## src/rtl/dcache_port_arbiter.sv

```systemverilog
// ---------------------------------------------------------------------------
// dcache_port_arbiter
//
// Purpose
//    Shares the single-port DCache SRAM between the core load/store path and
//    a DMA/debug loader. The core has fixed priority, but a starvation guard
//    lets a waiting DMA through after STARVE_MAX cycles. A DMA burst may hold
//    ownership with i_dma_lock for at most LOCK_MAX back-to-back grants, after
//    which the core gets the next slot. Read data (one-cycle SRAM latency) is
//    routed back to whichever side issued the read.
//
// Ports
//    i_clk, i_rst               clock, synchronous active-high reset
//    i_core_*                   core request: req, we, addr, wmask, wdata
//    o_core_gnt/rvalid/rdata    core grant and read return
//    i_dma_*                    DMA request: req, we, addr, wmask, wdata, lock
//    o_dma_gnt/rvalid/rdata     DMA grant and read return
//    o_sram_*                   muxed SRAM command: cen, wren, addr, wmask, wdata
//    i_sram_rdata               SRAM read data, one cycle after a read command
//    o_core_stall_cnt           (DCARB_PERF_EN only) saturating count of cycles
//                               the core requested without being granted
//
// Configuration
//    DCARB_PERF_EN  adds the core stall counter and its output port.
// ---------------------------------------------------------------------------
module dcache_port_arbiter #(
   parameter int CACHE_WIDTHE  = 5,
   parameter int CACHE_DEEPTHE = 12,
   parameter int STARVE_MAX    = 4,
   parameter int LOCK_MAX      = 8
) (
   input  logic                         i_clk,
   input  logic                         i_rst,

   input  logic                         i_core_req,
   input  logic                         i_core_we,
   input  logic [CACHE_DEEPTHE-1:0]     i_core_addr,
   input  logic [(2**CACHE_WIDTHE)-1:0] i_core_wmask,
   input  logic [(2**CACHE_WIDTHE)-1:0] i_core_wdata,
   output logic                         o_core_gnt,
   output logic                         o_core_rvalid,
   output logic [(2**CACHE_WIDTHE)-1:0] o_core_rdata,

   input  logic                         i_dma_req,
   input  logic                         i_dma_we,
   input  logic [CACHE_DEEPTHE-1:0]     i_dma_addr,
   input  logic [(2**CACHE_WIDTHE)-1:0] i_dma_wmask,
   input  logic [(2**CACHE_WIDTHE)-1:0] i_dma_wdata,
   input  logic                         i_dma_lock,
   output logic                         o_dma_gnt,
   output logic                         o_dma_rvalid,
   output logic [(2**CACHE_WIDTHE)-1:0] o_dma_rdata,

   output logic                         o_sram_cen,
   output logic                         o_sram_wren,
   output logic [CACHE_DEEPTHE-1:0]     o_sram_addr,
   output logic [(2**CACHE_WIDTHE)-1:0] o_sram_wmask,
   output logic [(2**CACHE_WIDTHE)-1:0] o_sram_wdata,
   input  logic [(2**CACHE_WIDTHE)-1:0] i_sram_rdata
`ifdef DCARB_PERF_EN
   ,
   output logic [15:0]                  o_core_stall_cnt
`endif
);

   localparam logic [3:0] STARVE_LIM = 4'(STARVE_MAX);
   localparam logic [7:0] LOCK_LIM   = 8'(LOCK_MAX);

   typedef enum logic [0:0] {
      ST_ARB  = 1'b0,
      ST_LOCK = 1'b1
   } state_t;

   state_t     r_state;
   state_t     w_stateNext;
   logic [3:0] r_starveCnt;
   logic [3:0] w_starveNext;
   logic [7:0] r_lockCnt;
   logic [7:0] w_lockNext;
   logic [7:0] w_lockInc;
   logic       r_forceCore;
   logic       w_forceNext;
   logic       r_coreRdOwner;
   logic       r_dmaRdOwner;
   logic       w_coreGnt;
   logic       w_dmaGnt;

   // Grant decision. In LOCK the DMA owns the port; the core only gets a slot
   // there when the DMA is not asking. In ARB the core wins unless the DMA
   // has starved long enough, except right after a forced lock release where
   // the core is guaranteed the slot whatever the starvation count says.
   always_comb begin
      w_coreGnt = 1'b0;
      w_dmaGnt  = 1'b0;
      if (!i_rst) begin
         if (r_state == ST_LOCK) begin
            if (i_dma_req) begin
               w_dmaGnt = 1'b1;
            end else if (i_core_req) begin
               w_coreGnt = 1'b1;
            end
         end else begin
            if (r_forceCore && i_core_req) begin
               w_coreGnt = 1'b1;
            end else if (i_dma_req && (r_starveCnt == STARVE_LIM)) begin
               w_dmaGnt = 1'b1;
            end else if (i_core_req) begin
               w_coreGnt = 1'b1;
            end else if (i_dma_req) begin
               w_dmaGnt = 1'b1;
            end
         end
      end
   end

   // Lock FSM next state. lock_cnt counts locked grants in the current burst
   // (the ARB grant that opens the burst is beat 1); the burst is cut when
   // the beat being granted brings the count up to LOCK_LIM.
   always_comb begin
      w_stateNext = r_state;
      w_lockNext  = r_lockCnt;
      w_forceNext = 1'b0;
      w_lockInc   = 8'(r_lockCnt + 8'd1);
      case (r_state)
         ST_ARB: begin
            if (w_dmaGnt && i_dma_lock) begin
               if (LOCK_LIM == 8'd1) begin
                  w_forceNext = 1'b1;
                  w_lockNext  = 8'd0;
               end else begin
                  w_stateNext = ST_LOCK;
                  w_lockNext  = 8'd1;
               end
            end
         end
         ST_LOCK: begin
            if (!i_dma_req) begin
               w_stateNext = ST_ARB;
               w_lockNext  = 8'd0;
            end else if (w_dmaGnt && !i_dma_lock) begin
               w_stateNext = ST_ARB;
               w_lockNext  = 8'd0;
            end else if (w_dmaGnt && (w_lockInc == LOCK_LIM)) begin
               w_stateNext = ST_ARB;
               w_lockNext  = 8'd0;
               w_forceNext = 1'b1;
            end else if (w_dmaGnt) begin
               w_lockNext  = w_lockInc;
            end
         end
         default: begin
            w_stateNext = ST_ARB;
            w_lockNext  = 8'd0;
         end
      endcase
   end

   // Starvation counter: counts cycles the DMA waits, saturating at the limit,
   // and restarts whenever the DMA is served or withdraws its request.
   always_comb begin
      w_starveNext = r_starveCnt;
      if (!i_dma_req || w_dmaGnt) begin
         w_starveNext = 4'd0;
      end else if (r_starveCnt != STARVE_LIM) begin
         w_starveNext = 4'(r_starveCnt + 4'd1);
      end
   end

   // State registers plus the read-owner flags that steer the returning
   // SRAM data one cycle after a read grant.
   always_ff @(posedge i_clk) begin
      if (i_rst) begin
         r_state       <= ST_ARB;
         r_starveCnt   <= 4'd0;
         r_lockCnt     <= 8'd0;
         r_forceCore   <= 1'b0;
         r_coreRdOwner <= 1'b0;
         r_dmaRdOwner  <= 1'b0;
      end else begin
         r_state       <= w_stateNext;
         r_starveCnt   <= w_starveNext;
         r_lockCnt     <= w_lockNext;
         r_forceCore   <= w_forceNext;
         r_coreRdOwner <= w_coreGnt & ~i_core_we;
         r_dmaRdOwner  <= w_dmaGnt & ~i_dma_we;
      end
   end

   // SRAM command mux: the winner's fields, all zero when nobody is granted.
   always_comb begin
      o_sram_wren  = 1'b0;
      o_sram_addr  = '0;
      o_sram_wmask = '0;
      o_sram_wdata = '0;
      if (w_coreGnt) begin
         o_sram_wren  = i_core_we;
         o_sram_addr  = i_core_addr;
         o_sram_wmask = i_core_wmask;
         o_sram_wdata = i_core_wdata;
      end else if (w_dmaGnt) begin
         o_sram_wren  = i_dma_we;
         o_sram_addr  = i_dma_addr;
         o_sram_wmask = i_dma_wmask;
         o_sram_wdata = i_dma_wdata;
      end
   end

   // Read return; rvalid is masked during reset so every output reads zero.
   assign o_core_gnt    = w_coreGnt;
   assign o_dma_gnt     = w_dmaGnt;
   assign o_sram_cen    = w_coreGnt | w_dmaGnt;
   assign o_core_rvalid = r_coreRdOwner & ~i_rst;
   assign o_dma_rvalid  = r_dmaRdOwner & ~i_rst;
   assign o_core_rdata  = o_core_rvalid ? i_sram_rdata : '0;
   assign o_dma_rdata   = o_dma_rvalid ? i_sram_rdata : '0;

`ifdef DCARB_PERF_EN
   logic [15:0] r_stallCnt;

   // Saturating count of cycles the core asked for the port and lost.
   always_ff @(posedge i_clk) begin
      if (i_rst) begin
         r_stallCnt <= 16'd0;
      end else if (i_core_req && !w_coreGnt && (r_stallCnt != 16'hFFFF)) begin
         r_stallCnt <= r_stallCnt + 16'd1;
      end
   end

   assign o_core_stall_cnt = i_rst ? 16'd0 : r_stallCnt;
`endif

endmodule

```

## config.mk

```make
export PLATFORM = sky130hd
export DESIGN_NAME = dcache_port_arbiter
export DESIGN_NICKNAME = d
export VERILOG_FILES = /design/src/rtl/dcache_port_arbiter.sv
export SDC_FILE = /design/constraint.sdc
export NUM_CORES = 1
export LEC_CHECK = 0
export CAP_MARGIN = 30
export CORE_AREA = 2 2 130 132
export CTS_CLUSTER_SIZE = 24
export DETAILED_ROUTE_END_ITERATION = 6
export DIE_AREA = 0 0 132 134
export PLACE_DENSITY_LB_ADDON = 0.08
export SLEW_MARGIN = 25
export SYNTH_ARGS = -nofsm -noshare
export SYNTH_HDL_FRONTEND = slang
export SYNTH_SLANG_ARGS = --single-unit
```

## constraint.sdc

```tcl
create_clock -name i_clk -period 2.55 [get_ports i_clk]
set_clock_uncertainty 0.2 [all_clocks]
set_input_delay 0.51 -clock i_clk [delete_from_list [all_inputs] [get_ports i_clk]]
set_output_delay 0.51 -clock i_clk [all_outputs]
set_load 0.01 [all_outputs]
```

==> results of run 1 <==
[sequential cells by signal, indices dropped and copies added, names as in the netlist]
signal         count
r_lockCnt          8
r_starveCnt        4
r_coreRdOwner      1
r_dmaRdOwner       1
r_forceCore        1
r_state            1
[final cells by class]
class | instances | area share (%)
clock buffers | 4 | 1.43
inverters | 4 | 0.241
multi-input cells | 220 | 26.9
flip-flops and latches | 16 | 5.19
well taps | 220 | 4.43
repair buffers | 400 | 61.8
[metrics by stage]
step                setup TNS (ns)  area [µm²]  utilization [%]
finish                       -5.21        6220             38.2
global placement            -73.70        5810             35.6
floorplan                        0        2070                -
detailed placement          -74.70        5810             35.6
CTS                         -10.19        6150             37.7
global route                -13.26        6220             38.2
[metal layers]
metal / up-vias / GRT usage, %
met4: 2 / 2.84
met5: - / 0
met2: 169 / 33.4
li1: 1760 / -
met3: 15 / 5.25
met1: 1669 / 16.4
[logic make-up after synthesis]
kind of cell | after synthesis
flops | 16
buf+inv | 29
xor+xnor | 2
mux | 2
compound gates | 101
simple gates | 111
fa+ha+maj | 4
[worst min-delay path, stage by stage (launching register included)]
cell and delay (ns):
dfxtp_1 0.32, nand2_1 0.05, nand2_1 0.04
[placed cells by master, fill, tap and decap left out, types with 2 or more instances in the layout]
| cell type | n |
|---|---|
| mux2i_1 | 2 |
| ha_1 | 3 |
| inv_2 | 2 |
| dfxtp_2 | 2 |
| buf_4 | 32 |
| buf_12 | 7 |
| a22o_1 | 78 |
| clkdlybuf4s50_1 | 188 |
| nor2b_4 | 3 |
| clkbuf_16 | 4 |
| o21ai_1 | 5 |
| buf_16 | 9 |
| dfxtp_1 | 14 |
| and2_1 | 65 |
| nand4_1 | 3 |
| buf_2 | 58 |
| nor3_1 | 3 |
| buf_8 | 2 |
| nor2_2 | 2 |
| nor2b_1 | 3 |
| a21oi_1 | 4 |
| inv_1 | 2 |
| nor2_1 | 10 |
| dlygate4sd2_1 | 67 |
| a31oi_1 | 2 |
| nand3_1 | 5 |
| or2_1 | 2 |
| xnor2_1 | 2 |
| nand2_1 | 6 |
| buf_6 | 35 |
[path summary, 6_finish.rpt]
path | from | end | slack [ns] | depth (start not counted)
hold / removal | r_lockCnt[7] | r_lockCnt[7] | 0.25 | 2
setup / recovery | r_starveCnt[1] | o_sram_wdata[8] | -0.13 | 10
hold reg to reg | r_lockCnt[7] | r_lockCnt[7] | 0.25 | 2
setup reg to reg | r_lockCnt[0] | r_lockCnt[3] | 0.26 | 6
[power groups by stage]
stage	Sequential (mW)	Combinational, mW	Clock, mW
after floorplan	0.262	0.195	0
after global placement	0.262	0.739	0
after detailed placement	0.262	0.744	0
after CTS	0.257	0.781	0.352
after global routing	0.258	0.828	0.364
final	0.258	0.780	0.339
[timing repair]
item                       in CTS  in global routing
gates cloned                   13                  1
resized for setup             460                 17
setup buffers                  22                  7
setup endpoints to repair     146                 80
pin swaps                      30                  7
==> run summary, run 1 <==
Setup repair after global routing could not meet its margin everywhere. The H-tree depth was 1. STA classifies the critical path endpoint as an output pin.

STA puts the critical path data required time at 1.84 ns. Category of the critical setup timing path: reg -> out. For the cell area after synthesis, the log shows 2070 µm². The fraction of layout cells with a size suffix above 1 is 26.2%, and the post-route antenna net violation count is 0. The first global-routing pass estimated 22,600 µm of wire. The critical path contains buffers and inverters numbering 4 combined. The floorplan has 47 rows. The run finished, with violations left. After Yosys synthesis, and, or, nand and nor cells account for 32.8% of the synthesized area.

Walking the worst path, the cells encountered are inv_2, ha_4, nand3b_4, nor2_2, o21ai_1, and3b_2, buf_12, clkbuf_16, a22o_1, buf_2. The via count of the first global-routing pass is 3,715. Sorting the synthesized cells by area gives the leading types as a22o_1 (33%), and2_1 (20%), dfxtp_1 (16%). Overall power consumption after layout is estimated at 1.38 mW. The register bit total from synthesis came out at 16.

The parity-gate share of the synthesized area counting xor and xnor cells came out at 0.848%. In this design, the largest share of critical-path delay is due to buffers and inverters. Counting every instance in the synthesized netlist gives 265. The run gives 0 as the total number of yosys warnings.

The net switching power is 0.370 mW, and the count of input and output buffers is 336. The logs give 0.255 ns for the hold slack and 5200 µm for the met1 wire length. The peak per-stage delay on the critical path is 0.32 ns, and the clock latency on the worst-skew pair is 0.25 ns.

For the final critical-path setup slack, the log shows -0.133 ns. In the detailed route, the total length drawn on met3 is 1310 µm. The commonest cells after synthesis are a22o_1 (79), and2_1 (65), buf_2 (17). In this run the tightest slew margin relative to its limit is 74.2%. The path class of the tightest hold or removal check is reg -> reg. The most common cell in the synthesized netlist is a22o_1. Prior to clock tree synthesis, the placed netlist has a worst setup slack of -0.648 ns. The tools report the sort of element at the start of the critical path as a flip-flop.

The area share of the largest cell type after synthesis came out at 33.5%. In the synthesized netlist the async set-or-reset flop fraction comes to 0%. TritonCTS created 3 clock buffers. The run gives 460 as the total nets after synthesis. Entering global routing, the biggest net connects 24 pins. The biggest area contributor in the post-synthesis netlist is a22o_1.

Max-cap violations in this run came to 0. Of the available clock period, the critical path in the final layout requires 105%. The highest metal layer carrying signal wires in the routed design is met5. Internal power comes to 1.01 mW.

The peak supply drop is 0.119 mV, and the footprint of the multi-input gates is 1670 µm². HPWL after detailed placement: 12,300 µm. The first TritonRoute pass finished after 4 iterations. Power spread over the standard cell area amounts to 221 nW/µm². Data on the critical path arrives at its endpoint at 1.97 ns.

The mean instance size in the synthesized netlist works out to 7.80 µm². Excluding fillers, the count of instances in the completed layout stands at 864. Per report_power, the combinational group accounts for 56.7% of the total.

The routed wirelength normalized by instance count works out to 17.8 µm. Clock tree root driver cell: clkbuf_16. The area of all sequential standard cells was 323 µm².

The complex-gate fraction of the synthesized area came out at 40.9%. The switching part of the total is 26.9%. Clock-pin slew was measured on the worst setup and hold paths at 0.05 ns. The run gives 0 as the hold buffer count at cts. The checks that failed: negative setup slack.

Summed over all cells, the static leakage comes to 2.98 nW. The number of flops mapped to enable cells by yosys is 0, and the signed area change from the synthesized netlist to the final layout is 201%. The number of clock sinks was 16. After Yosys synthesis, full adders, half adders and majority gates account for 2.42% of the synthesized area.

For the final hold violation count, the log shows 0. Die boundary height: 134 µm. Across every metal layer, demand over resource in global routing totals 16.5%. After detailed routing, the number of vias per cell comes to 4.18. Remaining routing DRC violations: 0. The initial utilization of the core area, before any placement, comes to 12.7%. The met2 layer wire length in the routed design was 8660 µm; the top-level I/O count was 337. At the pin with the least slew margin, the transition time is 0.377 ns. The sequential share of power was 18.7%; the count of final setup violators was 73. The die covers 17,700 µm². No sink is reached through more buffers than the 2 on the longest clock path. After synthesis, flip-flops and latches occupy 15.5% of the total area.

The share of total power in the clock network is 24.6%, and the count of unique library cells instantiated by Yosys is 41. The antenna diode count was 0. For the area of the core region, the log shows 16,300 µm².

The run gives 2 as the initial antenna violation count. At the end of routability-driven placement, the weighted congestion stood at 0.773. The tools report the fill cell instance count of the final layout as 1,706. The slowest cell on the critical path was dfxtp_2. TritonCTS built the clock tree. The post-placement cell count is 820. The run gives 76 as the detailed router's first-iteration violation count. By area, the combinational part of the netlist is dominated by compound AO/OA/AOI/OAI gates.

The final layout contains routed wiring with a total length of 15,400 µm. The tools report the final layout net count as 840. In the synthesized netlist, mux cells make up 0.969% of the area. The worst path needs 2.68 ns of the cycle, external delays included. The commonest register cell after synthesis is dfxtp_1. Static timing analysis puts the maximum clock frequency at 373 MHz. The width of the die is 132 µm, and the number of max-slew violations in the final report is 0.

The total congestion overflow after global routing was 0; the peak fanout along the critical path was 6. The routed layout has 3,615 vias.
Power figures use the tool's default switching activity.
==> inputs of run 2 (changes only) <==
Settings changed: SKIP_LAST_GASP from default to 1.
==> run 2 against run 1 <==
Net effect: the flow still finishes with violations (negative setup slack); die area is the same; sequential share of layout area is essentially flat; combinational power grew 0.5%; sequential cell count is the same; non-clock buffer count grew 4; fmax shrank 0.52%; power grew 0.30%; cell count grew 0.46%; critical path depth grew 1; critical path type unchanged.
==> run summary, run 2 (synthesis results as in run 1) <==
The flow ran to the end, but the final reports show violations. The final reports fail on negative setup slack. In the final layout, the registers with the most flip-flops are r_lockCnt: 8 flops, r_starveCnt: 4 flops. The starting utilization of the core area was 12.7% (unchanged).

The tools report the number of buffers on the longest clock path as 2 (unchanged). Die boundary height: 134 µm (unchanged). The worst register-to-register path ends at r_lockCnt[3]. The count of TritonRoute iterations in the first routing pass is 4 (unchanged), and the via count of the first global-routing pass is 3,721 (+0.16%). The static leakage was 3.00 nW (+0.56%). The most used cell along the critical path was buf_12. The count of final setup violators was 73 (unchanged).

The combined buffer and inverter count along the critical path was 6 (+2); the top-level I/O count was 337 (unchanged). The tools report the worst-case register-to-register setup slack as 0.26 ns (about the same). Fraction of layout cells with a size suffix above 1: 26.2% (about the same). For the worst setup timing slack at the placement stage, the log shows -0.648 ns (unchanged).

Final critical path time including I/O delays and setup: 2.70 ns (+0.0140 ns). The worst setup path is captured at an output pin. Cell family contributing the most delay on the critical path: buffers and inverters.

STA classifies the critical path startpoint as a flip-flop. The hold buffer count at cts is 0 (unchanged). The logic depth of the worst register-to-register path was 6 (unchanged); the number of max-slew violations in the final report was 0 (unchanged).

Leaving out fill and tap cells, the most frequent cell in the layout is clkdlybuf4s50_1. The critical path is of the reg -> out type. Setup repair after global routing could not meet its margin everywhere.

The peak per-stage delay on the critical path is 0.33 ns (about the same). Ratio of routed vias to standard cells: 4.21 (+0.50%). The classification of the worst-slack hold path is reg -> reg. The wire length of the first global-routing pass was 22,600 µm (about the same); the detailed router's first-iteration violation count was 90 (+18%). The run gives 16.5% (about the same) as the overall routing resource usage. For the power after layout, the log shows 1.38 mW (+0.30%). For the area of the core region, the log shows 16,300 µm² (unchanged).

The tools report the post-placement cell count as 820 (unchanged). The run gives 1.84 ns (about the same) as the endpoint required time on the critical path. The arrival time at the worst endpoint is 1.99 ns (+0.02 ns), and the total congestion overflow after global routing is 0 (unchanged). The worst-margin pin slew is 0.377 ns (-0.00000167 ns), and the count of max-cap constraint violations is 0 (unchanged). The clock transition at the registers of the reported paths is 0.05 ns (about the same).

The slowest stage of the critical path belongs to the cell dfxtp_2. The number of placement rows is 47 (unchanged). The worst hold path terminates at r_lockCnt[7].

The tools report the TritonCTS buffer count as 3 (unchanged). The run gives 0.773 (unchanged) as the placer congestion estimate. The worst slew margin relative to its limit was 74.2% (about the same); the H-tree depth was 1 (unchanged). The power density relative to cell area is 220 nW/µm² (-0.44%), and the full die area is 17,700 µm² (unchanged). The count of input and output buffers was 336 (unchanged). For the final hold violation count, the log shows 0 (unchanged). The hold slack is 0.255 ns (-0.00000600 ns), and the count of placed standard cells in the final layout, fillers left out is 868 (+0.46%). Number of clock sinks: 16 (unchanged).

Leaving out fill and tap cells, the most frequent cells in the layout are clkdlybuf4s50_1 (188), a22o_1 (79), dlygate4sd2_1 (69). The final non-filler cell area was 6260 µm² (+0.74%); the final period utilization was 106% (+0.55 points). For the clock latency on the worst-skew pair, the log shows 0.25 ns (about the same). The initial antenna violation count is 2 (unchanged). The tools report the remaining routing DRC violations as 0 (unchanged). The pin count of the biggest net entering global routing is 24 (unchanged), and the routed wirelength normalized by instance count is 18.0 µm (+0.80%). The tools report the startpoint of the tightest hold check path as r_lockCnt[7].

The peak supply drop is 0.119 mV (about the same), and the post-placement cell area is 5810 µm² (unchanged). The final layout net count is 844 (+0.48%), and the upper clock frequency limit is 371 MHz (-0.52%). The peak fanout along the critical path was 4 (-2); the via count was 3,650 (+0.97%).

TritonCTS built the clock tree. Ranked by flip-flop count, first place goes to r_lockCnt. The number of flip-flops in the largest register is 8 (unchanged). The area growth from synthesis to layout is 203%.

The hold-critical path depth was 2 (unchanged). Post-route antenna net violation count: 0 (unchanged). The aggregate routed wire length is 15,600 µm (+1.3%). The clock tree root driver cell was clkbuf_16. The startpoint of the lowest-slack register-to-register path is r_lockCnt[0]. Traced cell by cell, the critical path runs through inv_2, ha_4, nand3b_4, buf_6, o21ai_4, o21a_4, buf_12, buf_12, buf_16, a22o_1, buf_2.

The HPWL after detailed placement is 12,300 µm (unchanged). The width of the die was 132 µm (unchanged). The run gives 0 (unchanged) as the antenna diode count. For the final critical-path setup slack, the log shows -0.147 ns (-0.0140 ns).
-- run 2: cell count changes in the layout (fill, tap and decap cells not counted), moves of 2 or more --
cell             before  now
buf_2                58   55
dlygate4sd2_1        67   69
buf_4                32   34
clkdlybuf4s15_2       0    3
buf_6                35   32
-- run 2: worst max path at each step --
| stage | start | endpoint | slack [ns] | cells past startpoint |
|---|---|---|---|---|
| after global placement | i_dma_req | o_sram_wmask[4] | -0.65 | 6 |
| final | r_starveCnt[1] | o_sram_wmask[15] | -0.15 | 11 |
| after floorplan | r_starveCnt[0] | o_sram_addr[10] | 0.27 | 9 |
| after detailed placement | i_dma_req | o_sram_addr[4] | -0.65 | 6 |
| after CTS | r_starveCnt[1] | o_sram_wdata[23] | -0.19 | 10 |
| after global routing | r_starveCnt[0] | o_sram_wdata[21] | -0.23 | 9 |
-- run 2: area by class of cell --
type                    count  area [µm²]
clock buffers               4        88.8
fillers                  1705       10000
inverters                   4        15.0
multi-input cells         220        1670
flip-flops and latches     16         323
well taps                 220         275
repair buffers            404        3900
-- run 2: stage by stage --
stage / TNS [ns] / util, %
after floorplan: 0 / -
after global placement: -73.70 / 35.6
after detailed placement: -74.70 / 35.6
after CTS: -11.23 / 37.8
after global routing: -14.79 / 38.5
final: -6.93 / 38.5
-- run 2: metal layers --
metal / part of all wire [%] / global-route usage [%] / wire (µm) / vias up
met3: 8.5 / 5.25 / 1330 / 17
li1: - / - / - / 1769
met1: 34 / 16.4 / 5300 / 1684
met2: 56 / 33.3 / 8690 / 178
met5: 0.083 / 0 / 13 / -
met4: 1.7 / 3.14 / 269 / 2
-- run 2: what timing repair did --
| action | 4_1_cts | 5_1_grt |
|---|---|---|
| buffers inserted | 22 | 10 |
| endpoints found under the hold margin | 0 | 0 |
| setup endpoints to repair | 146 | 80 |
| gates resized for setup | 446 | 15 |
| pin swaps | 30 | 8 |
| cloned | 13 | 3 |
-- run 2: power breakdown --
group,internal (mW),total [mW],switching [mW]
combinational,0.517,0.784,0.267
sequential,0.254,0.258,0.00360
clock,0.238,0.339,0.101
total,1.01,1.38,0.371
-- run 2: worst register-to-register path, cell delays in order (launching register included) --
cell and delay [ns]:
dfxtp_1 0.47, ha_1 0.33, xnor2_1 0.15, nand4_1 0.10, mux2i_1 0.34, a21oi_1 0.21, a311o_1 0.37
==> inputs of run 3 (changes only) <==
Settings changed: CORE_AREA 2 2 130 132 to 2 2 131 133, CTS_BUF_LIST from default to sky130_fd_sc_hd__clkbuf_4, DIE_AREA 0 0 132 134 to 0 0 133 135, PLACE_DENSITY from default to 0.61, PLACE_DENSITY_LB_ADDON 0.08 to default.
==> run 3 against run 2 <==
Net effect: power fell by 9.8%; largest cell class unchanged; via count rose by 2.7%; clock power fell by 55%; combinational power rose by 6.6%; worst setup slack got worse by 0.15 ns; global-route usage rose by 0.95 points; worst hold slack improved by 0.024 ns; sequential power barely moved; wire length rose by 10%; highest routed layer is now met4; critical path depth did not move; the flow still finishes with violations (negative setup slack); die area rose by 1.5%; sequential cell count did not move.
==> run summary, run 3 (synthesis results as in run 1) <==
The width of the die works out to 133 µm (+0.76%). Capturing element type of the critical path: an output pin. The count of input and output buffers was 336 (unchanged). Clock tree root driver cell: clkbuf_4. The worst hold path belongs to the class reg -> reg.

Top routing layer in use: met4. Leaving out fill and tap cells, the most frequent cell in the layout is clkdlybuf4s50_1. The logs give 3,813 (+2.5%) for the via count of the first global-routing pass and 337 (unchanged) for the top-level I/O count. The clock latency on the worst-skew pair is 0.30 ns (+0.05 ns), and the power after layout is 1.24 mW (-9.8%). The peak per-stage delay on the critical path works out to 0.36 ns (+0.03 ns). Peak fanout along the critical path: 7 (+3). The combined buffer and inverter count along the critical path was 6 (unchanged); the die boundary height was 135 µm (+0.75%). Worst-case register-to-register setup slack: 0.19 ns (-0.07 ns). For the aggregate routed wire length, the log shows 17,200 µm (+10%). The detailed router's first-iteration violation count was 98 (+8.9%). The initial antenna violation count is 1 (-1), and the count of TritonRoute iterations in the first routing pass is 5 (+1). The checks that failed: negative setup slack. Routed wirelength normalized by instance count: 19.8 µm (+10%). Fraction of layout cells with a size suffix above 1: 27.4% (+1.2 points). Traced cell by cell, the critical path runs through inv_2, ha_4, nand3b_4, buf_6, o21ai_4, o21a_4, buf_6, buf_12, buf_16, a22o_1, buf_2. The count of placed standard cells in the final layout, fillers left out is 870 (+0.23%). The net switching power is 0.399 mW (+7.4%), and the starting utilization of the core area is 12.6% (-0.091 points). The sequential share of power is 20.6% (+1.9 points), and the final period utilization is 112% (+5.8 points).

The count of final setup violators is 79 (+8.2%), and the count of max-cap constraint violations is 0 (unchanged). Worst-margin pin slew: 0.369 ns (-0.00735 ns). The HPWL after detailed placement came out at 12,500 µm (+1.5%). STA classifies the critical path startpoint as a flip-flop. The worst setup timing slack at the placement stage was -0.687 ns (-0.0389 ns). The cell family contributing the most delay on the critical path was buffers and inverters. The overall routing resource usage was 17.4% (+0.95 points); the worst slew margin relative to its limit was 74.7% (+0.50 points). For the static leakage, the log shows 3.01 nW (+0.42%).

The most used cell along the critical path was buf_6. The largest registers in the layout are r_lockCnt: 8 flops, r_starveCnt: 4 flops. The cell-internal power was 0.846 mW (-16%); the via count was 3,748 (+2.7%). TritonCTS built the clock tree. The number of flip-flops in the largest register is 8 (unchanged).

The clock transition at the registers of the reported paths is 0.11 ns (+0.06 ns). The pin count of the biggest net entering global routing was 17 (-29%). Setup repair after global routing could not meet its margin everywhere. The total congestion overflow after global routing was 0 (unchanged). Counting flops per register, the top entry is r_lockCnt. The met2 layer wire length in the routed design is 9210 µm (+6.0%). The relative contribution of combinational cells to total power was 67.2% (+10 points).

The post-placement cell count was 819 (-0.12%). The ratio of routed vias to standard cells was 4.31 (+2.4%); the number of clock sinks was 16 (unchanged). The category of the critical setup timing path was reg -> out. The run gives 352 MHz (-5.2%) as the upper clock frequency limit. Slowest cell on the critical path: dfxtp_2.

The area of the core region was 16,400 µm² (+0.72%); the final critical-path setup slack was -0.294 ns (-0.147 ns). The met3 wirelength from detailed routing was 1340 µm (+0.90%); the full die area was 18,000 µm² (+1.5%). The placer congestion estimate came out at 0.843 (+9.0%).

For the remaining routing DRC violations, the log shows 0 (unchanged). The power density relative to cell area was 196 nW/µm² (-11%); the number of max-slew violations in the final report was 0 (unchanged). For the post-route antenna net violation count, the log shows 0 (unchanged). The final critical path time including I/O delays and setup is 2.84 ns (+0.147 ns), and the peak supply drop is 0.115 mV (-3.2%).

The TritonCTS buffer count is 3 (unchanged), and the hold slack is 0.279 ns (+0.0245 ns). The switching part of the total is 32.0% (+5.2 points). The met1 wire length is 6160 µm (+16%). The run gives 1.84 ns (about the same) as the endpoint required time on the critical path. The logs give 0 (unchanged) for the final hold violation count and 2.13 ns (+0.14 ns) for the arrival time at the worst endpoint. The hold buffer count at cts came out at 0 (unchanged). The tools report the share of total power in the clock network as 12.2% (-12 points).

The top cell types in the final layout, fill and taps aside, are clkdlybuf4s50_1 (190), a22o_1 (75), and2_1 (65). The flow ran to the end, but the final reports show violations. The number of buffers on the longest clock path was 2 (unchanged). The H-tree depth is 1 (unchanged).

Compared with the post-synthesis result, the final layout area differs by 207%. The tools report the number of placement rows as 47 (unchanged). Wire length of the first global-routing pass: 23,300 µm (+3.2%). The final layout net count came out at 845 (+0.12%).
## run 3: cell count changes in the layout (fill, tap and decap cells not counted), sizes merged
cell | previous run | this run
clkdlybuf4s15 | 3 | 1
clkdlybuf4s50 | 188 | 190
dlygate4sd2 | 69 | 64
clkinv | 0 | 1
bufbuf | 0 | 1
clkbuf | 8 | 6
buf | 140 | 146
diode | 0 | 1
## run 3: worst paths after layout
check | from | endpoint | cells after the start
max | r_starveCnt[0] | o_sram_wmask[25] | 11
min | r_lockCnt[7] | r_lockCnt[7] | 2
max reg2reg | r_lockCnt[0] | r_lockCnt[3] | 6
min reg2reg | r_lockCnt[7] | r_lockCnt[7] | 2
## run 3: power groups by stage
stage	Combinational, mW	Clock (mW)	Sequential, mW
2_1_floorplan	0.195	0	0.262
3_3_place_gp	0.750	0	0.262
3_5_place_dp	0.757	0	0.262
4_1_cts	0.833	0.160	0.257
5_1_grt	0.880	0.170	0.257
6_report	0.836	0.152	0.257
## run 3: repair_timing
action                                  4_1_cts  5_1_grt
endpoints found under the setup margin      146       94
pin swaps                                    40       31
gates cloned                                 14        2
buffers inserted                             29        8
gates resized for setup                     458       37
## run 3: per-layer routing
layer / GRT usage, % / up-vias
li1: - / 1771
met1: 18.9 / 1737
met2: 33.3 / 224
met3: 3.79 / 16
met4: 6.03 / 0
met5: 0 / -
## run 3: tightest hold or removal path: cells and delay by family (launching register included)
family / cells / cell delay [ns]
flip-flops: 1 / 0.34
AND/OR/NAND/NOR: 2 / 0.11
## run 3: metrics by stage
stage,setup TNS (ns),utilization (%),cell area (µm²)
2_1_floorplan,0,-,2070
3_3_place_gp,-68.11,35.4,5800
3_5_place_dp,-68.65,35.4,5800
4_1_cts,-25.91,38.3,6280
5_1_grt,-23.98,38.6,6330
6_report,-17.65,38.6,6330
## run 3: final cells by class
type                    instances  area, µm²
diodes                          1       2.50
clock buffers                   3       22.5
clock inverters                 1       3.75
fillers                      1612      10100
inverters                       4       15.0
multi-input cells             220       1710
flip-flops and latches         16        323
well taps                     220        275
repair buffers                405       3990
